## src/rtl/traffic_light_seq.sv

```systemverilog
// Round-robin multi-approach traffic-light sequencer with pedestrian shortening,
// emergency stop and a two-digit seven-segment countdown of the seconds remaining.
module traffic_light_seq #(
   parameter int TICK_DIV  = 50_000_000,
   parameter int N_DIR     = 2,
   parameter int CW        = 8,
   parameter int T_ARROW   = 3,
   parameter int T_GREEN   = 10,
   parameter int T_YELLOW  = 3,
   parameter int T_ALLRED  = 2,
   parameter int T_PED_MIN = 2
) (
   input  logic             clk,
   input  logic             rst,
   input  logic             enable,
   input  logic             ped_req,
   input  logic             emergency,
   output logic [N_DIR-1:0] arrow,
   output logic [N_DIR-1:0] green,
   output logic [N_DIR-1:0] yellow,
   output logic [N_DIR-1:0] red,
   output logic [2:0]       active_dir,
   output logic [CW-1:0]    remaining,
   output logic [5:0]       states,
   output logic [6:0]       hex1,
   output logic [6:0]       hex0
);

   localparam int PW = (TICK_DIV > 1) ? $clog2(TICK_DIV) : 1;

   typedef enum logic [2:0] {
      S_IDLE, S_ARROW, S_GREEN, S_YELLOW, S_ALLRED, S_STOP
   } state_t;

   state_t          r_state;
   logic [2:0]      r_dir;
   logic [CW-1:0]   r_rem;
   logic [PW-1:0]   r_pre;
   logic            r_ped;

   logic            w_tick;
   logic            w_ped;
   logic            w_shorten;
   state_t          w_first_state;
   logic [CW-1:0]   w_first_rem;

   // An ARROW time of zero removes the ARROW phase from every cycle.
   assign w_first_state = (T_ARROW == 0) ? S_GREEN : S_ARROW;
   assign w_first_rem   = (T_ARROW == 0) ? CW'(T_GREEN) : CW'(T_ARROW);
   assign w_tick        = (r_pre == PW'(TICK_DIV - 1));
   assign w_ped         = r_ped | ped_req;
   assign w_shorten     = (r_state == S_GREEN) && w_ped && (r_rem > CW'(T_PED_MIN));

   always_ff @(posedge clk or negedge rst) begin
      if (!rst) begin
         r_state <= S_IDLE;
         r_dir   <= '0;
         r_rem   <= '0;
         r_pre   <= '0;
         r_ped   <= 1'b0;
      end else begin
         r_ped <= w_ped;
         if (emergency) begin
            r_state <= S_STOP;
            r_rem   <= '0;
            r_pre   <= '0;
         end else begin
            case (r_state)
               S_IDLE: begin
                  if (enable) begin
                     r_state <= w_first_state;
                     r_rem   <= w_first_rem;
                     r_pre   <= '0;
                  end
               end
               S_STOP: begin
                  r_state <= S_ALLRED;
                  r_rem   <= CW'(T_ALLRED);
                  r_pre   <= '0;
                  r_ped   <= 1'b0;
               end
               S_ARROW, S_GREEN, S_YELLOW, S_ALLRED: begin
                  if (enable) begin
                     if (w_shorten) begin
                        r_rem <= CW'(T_PED_MIN);
                        r_pre <= '0;
                     end else if (!w_tick) begin
                        r_pre <= r_pre + 1'b1;
                     end else begin
                        r_pre <= '0;
                        if (r_rem > CW'(1)) begin
                           r_rem <= r_rem - 1'b1;
                        end else begin
                           case (r_state)
                              S_ARROW: begin
                                 r_state <= S_GREEN;
                                 r_rem   <= CW'(T_GREEN);
                              end
                              S_GREEN: begin
                                 r_state <= S_YELLOW;
                                 r_rem   <= CW'(T_YELLOW);
                              end
                              S_YELLOW: begin
                                 r_state <= S_ALLRED;
                                 r_rem   <= CW'(T_ALLRED);
                                 r_ped   <= 1'b0;
                              end
                              default: begin
                                 r_state <= w_first_state;
                                 r_rem   <= w_first_rem;
                                 r_dir   <= (r_dir == 3'(N_DIR - 1)) ? 3'd0 : r_dir + 3'd1;
                              end
                           endcase
                        end
                     end
                  end
               end
               default: begin
                  r_state <= S_IDLE;
                  r_rem   <= '0;
                  r_pre   <= '0;
               end
            endcase
         end
      end
   end

   assign active_dir = r_dir;
   assign remaining  = r_rem;

   always_comb begin
      states = '0;
      case (r_state)
         S_IDLE:   states[0] = 1'b1;
         S_ARROW:  states[1] = 1'b1;
         S_GREEN:  states[2] = 1'b1;
         S_YELLOW: states[3] = 1'b1;
         S_ALLRED: states[4] = 1'b1;
         S_STOP:   states[5] = 1'b1;
         default:  states    = '0;
      endcase
   end

   // Only the served approach leaves red, and only in ARROW/GREEN/YELLOW.
   generate
      for (genvar gi = 0; gi < N_DIR; gi++) begin : g_lamp
         logic w_served;
         assign w_served   = (r_dir == 3'(gi));
         assign arrow[gi]  = w_served && (r_state == S_ARROW);
         assign green[gi]  = w_served && (r_state == S_GREEN);
         assign yellow[gi] = w_served && (r_state == S_YELLOW);
         assign red[gi]    = !w_served || (r_state == S_IDLE) ||
                             (r_state == S_ALLRED) || (r_state == S_STOP);
      end
   endgenerate

   function automatic logic [6:0] seg7(input logic [3:0] d);
      case (d)
         4'd0:    seg7 = 7'h40;
         4'd1:    seg7 = 7'h79;
         4'd2:    seg7 = 7'h24;
         4'd3:    seg7 = 7'h30;
         4'd4:    seg7 = 7'h19;
         4'd5:    seg7 = 7'h12;
         4'd6:    seg7 = 7'h02;
         4'd7:    seg7 = 7'h78;
         4'd8:    seg7 = 7'h00;
         4'd9:    seg7 = 7'h10;
         default: seg7 = 7'h7F;
      endcase
   endfunction

   logic [6:0] w_val;
   logic [6:0] w_tens;
   logic [6:0] w_units;

   always_comb begin
      w_val = (int'(r_rem) > 99) ? 7'd99 : 7'(r_rem);
   end
   assign w_tens  = w_val / 7'd10;
   assign w_units = w_val % 7'd10;

   always_comb begin
      hex1 = seg7(4'(w_tens));
      hex0 = seg7(4'(w_units));
      if (r_state == S_IDLE) begin
         hex1 = 7'h7F;
         hex0 = 7'h7F;
      end else if (r_state == S_STOP) begin
         hex1 = 7'b0111111;
         hex0 = 7'b0111111;
      end
   end

endmodule

```

## config.mk

```make
export PLATFORM = sky130hd
export DESIGN_NAME = traffic_light_seq
export DESIGN_NICKNAME = d
export VERILOG_FILES = /design/src/rtl/traffic_light_seq.sv
export SDC_FILE = /design/constraint.sdc
export NUM_CORES = 1
export LEC_CHECK = 0
export ABC_AREA = 1
export CORE_MARGIN = 1
export CORE_UTILIZATION = 30
export DETAILED_ROUTE_END_ITERATION = 16
export MAX_ROUTING_LAYER = met4
export PLACE_DENSITY = 0.57
export REMOVE_ABC_BUFFERS = 1
export SETUP_SLACK_MARGIN = 0.15
export SLEW_MARGIN = 15
export SYNTH_ARGS = -nofsm -noshare
export SYNTH_HDL_FRONTEND = slang
export SYNTH_SLANG_ARGS = --single-unit
```

## constraint.sdc

```tcl
create_clock -name clk -period 6.25 [get_ports clk]
set_clock_uncertainty 0.1 [all_clocks]
set_input_delay 0.625 -clock clk [delete_from_list [all_inputs] [get_ports clk]]
set_output_delay 0.625 -clock clk [all_outputs]
set_load 0.01 [all_outputs]
```

==> out/results.ini <==
[sta]
rsz0062_at_grt=no
slew_headroom_pct=38.7
fin_crit_ns=5.65
setup_violations=0
hold_viol_final=0
max_freq_mhz=177
final.setup.tns_ns=0
tightestPinTransition_ns=0.919
drv_slew=0
fin_crit_sh_pct=90.3

[clock_network]
clockRootBuffer=clkbuf_8
clk_path_buf_depth=2
clkTransAtPathRegs_ns=0.08
numCtsBuffers=5
clk_latency_ns=0.29
cts.sinks=41
hold_buffers=0
cts_tree=built
cts-htree-levels=2

[routing]
wl_per_cell_um=12.0
drt_iter0_drc=103
firstDrtPassIters=6
wirelength_mm=7.98
vias_per_cell=4.71
drc=0
route.vias.total=3124
ant_nets=0

[critical_path]
r2r_start=remaining[6]$_DFFE_PN0P_
r2r_cells=14
critPathTopFamily=simple AND/OR/NAND/NOR gates
crit_top_cell=nand2_2
slowest_stage=clkdlybuf4s50_1
cp_num_buf_inv=5
setup.worst_path.end_class=primary output
cp-start-kind=register
reg2reg_to=r_pre[24]$_DFFE_PN0P_
crit_type=reg2out
slowest_delay_ns=0.53
critical_path_required_ns=5.52
crit_arrival_ns=4.92
rrSetupSlack_ns=3.05
worstPathMaxFanout=8

[run]
drv_cap=0

[finish]
area_growth_syn_to_layout_pct=22.5
drive_above_1_share_pct=8.73
antenna_cells=0
nets=548

[synthesis]
ys.flop_type=dfrtp_1
yosysSeqAreaShare_pct=31.2
synth_area_um2=3290
synth_seq_cells=41
yosys_warnings=0
async_flop_share_pct=100
yosys.cell_types.count=42
netlist_instances=475
synth_edf_count=0
synth.top_cell.area_share_pct=31.2
synth_top_area_cell=dfrtp_1
syn_area_per_cell_um2=6.93
synthTopCellsByArea=dfrtp_1 (31%), nand2_1 (11%), inv_1 (9.8%), ha_1 (6.5%), nor2_1 (6.4%)

[hold_path]
hp-class=in2async

[die]
core_um2=10500
start_util_pct=31.5
die-area_um2=11400
die_w_um=107
io_pins=44
fp.dieH_um=107
rows=37

[global_routing]
antenna_found_initial=0
grt_use_total_pct=14.9
overflow=0
grt_pass1_wl_mm=13.6
grt_max_degree=42
grt_pass1_vias=3028

[place]
gp_congestion=0.831
io_buffers=43
dp_hpwl_mm=6.20

[pwr]
vdd_ir_drop_max_v=0.000633
p_leak_nw=1.86
power_mw=2.71
power.density_nw_per_um2=672

[outcome]
status=complete, no violations

## how the worst max path moves through the flow
| stage | from | endpoint | slack, ns | depth (start not counted) |
|---|---|---|---|---|
| after global routing | remaining[2]$_DFFE_PN0P_ | hex0[3] | 0.15 | 34 |
| after global placement | remaining[3]$_DFFE_PN0P_ | hex0[1] | 1.00 | 32 |
| after CTS | remaining[3]$_DFFE_PN0P_ | hex0[1] | 0.43 | 32 |
| after floorplan | remaining[3]$_DFFE_PN0P_ | hex0[3] | 1.58 | 32 |
| after detailed placement | remaining[3]$_DFFE_PN0P_ | hex0[1] | 0.77 | 32 |
| final | remaining[2]$_DFFE_PN0P_ | hex0[1] | 0.60 | 33 |
## per-stage QoR
stage / hold slack [ns] / cell area [um2] / instances / utilization, % / setup WS [ns]
floorplan: 0.229 / 3280 / 473 / - / 1.58
global placement: 0.412 / 3890 / 653 / 37.1 / 1.00
detailed placement: 0.426 / 3890 / 653 / 37.1 / 0.773
CTS: 0.410 / 4000 / 661 / 38.3 / 0.427
global route: 0.463 / 4030 / 663 / 38.5 / 0.149
finish: 0.371 / 4030 / 663 / 38.5 / 0.605
## routing by layer
| layer | share of wire (%) | GRT usage, % |
|---|---|---|
| met1 | 47 | 18.2 |
| met3 | 2.2 | 1.82 |
| met2 | 49 | 25.9 |
| met4 | 1.1 | 4.50 |
| met5 | 0 | - |
## report_power, final
| part | switching [mW] | internal, mW | total, mW |
|---|---|---|---|
| combinational | 1.25 | 0.910 | 2.16 |
| clock | 0.0906 | 0.130 | 0.221 |
| sequential | 0.0326 | 0.296 | 0.329 |
| total | 1.37 | 1.34 | 2.71 |
## logic make-up (layout without fill, tap and decap cells)
group | after synthesis | in the layout | share of synthesized area [%]
adders and majority gates | 17 | 17 | 6.46
DFF | 41 | 41 | 31.2
and+or+nand+nor | 239 | 239 | 35.2
xor gates and xnor gates | 10 | 10 | 2.66
AOI/OAI and AO/OA | 76 | 76 | 14.0
buffers and inverters | 92 | 144 | 10.5
## timing repair
action / in CTS / in global routing
resized for setup: 0 / 5
buffers inserted: 0 / 2
endpoints found under the setup margin: 0 / 6
## flip-flops by register name (all words and copies together) (netlist names)
signal      flops
r_pre          26
remaining       8
active_dir      3
r_state         3
r_ped           1
## placed cells by master, fill, tap and decap left out, types with 2 or more instances in the layout
master / count
nor4_1: 6
nand4_1: 13
o21ai_1: 3
nor2_1: 56
a31oi_1: 2
xor2_1: 10
nor3_1: 22
buf_4: 3
clkbuf_8: 6
ha_1: 17
a21oi_1: 28
inv_1: 86
o21ai_0: 23
nand2_2: 10
nor2_4: 3
o211ai_1: 2
o22ai_1: 6
nand3_1: 22
inv_2: 3
clkdlybuf4s50_1: 42
nand2_1: 92
dfrtp_1: 39
nand2_4: 5
dfrtp_2: 2
nand3_2: 3
o31ai_1: 2
## cell type report
cell class | instances | area (um2)
clock inverter | 1 | 30.0
sequential | 41 | 1030
tap | 136 | 170
fill | 1142 | 6430
timing repair buffer | 46 | 448
inverter | 90 | 338
multi-input combinational | 342 | 1930
clock buffer | 7 | 86.3
## synthesized netlist by cell type, types with 2 or more instances
cell,count
xor2_1,10
nor2_1,56
nand2_1,94
o31ai_1,2
clkbuf_1,2
inv_1,86
o21ai_0,23
nand4_1,13
nand3_2,3
nand2_2,8
nor2_4,2
nor4_1,6
o211ai_1,2
dfrtp_1,41
o21ai_1,3
a21oi_1,28
nor3_1,22
inv_2,3
nand2_4,5
o22ai_1,6
a31oi_1,2
ha_1,17
nand3_1,22
Note: power is estimated with default switching activity, not from simulation.
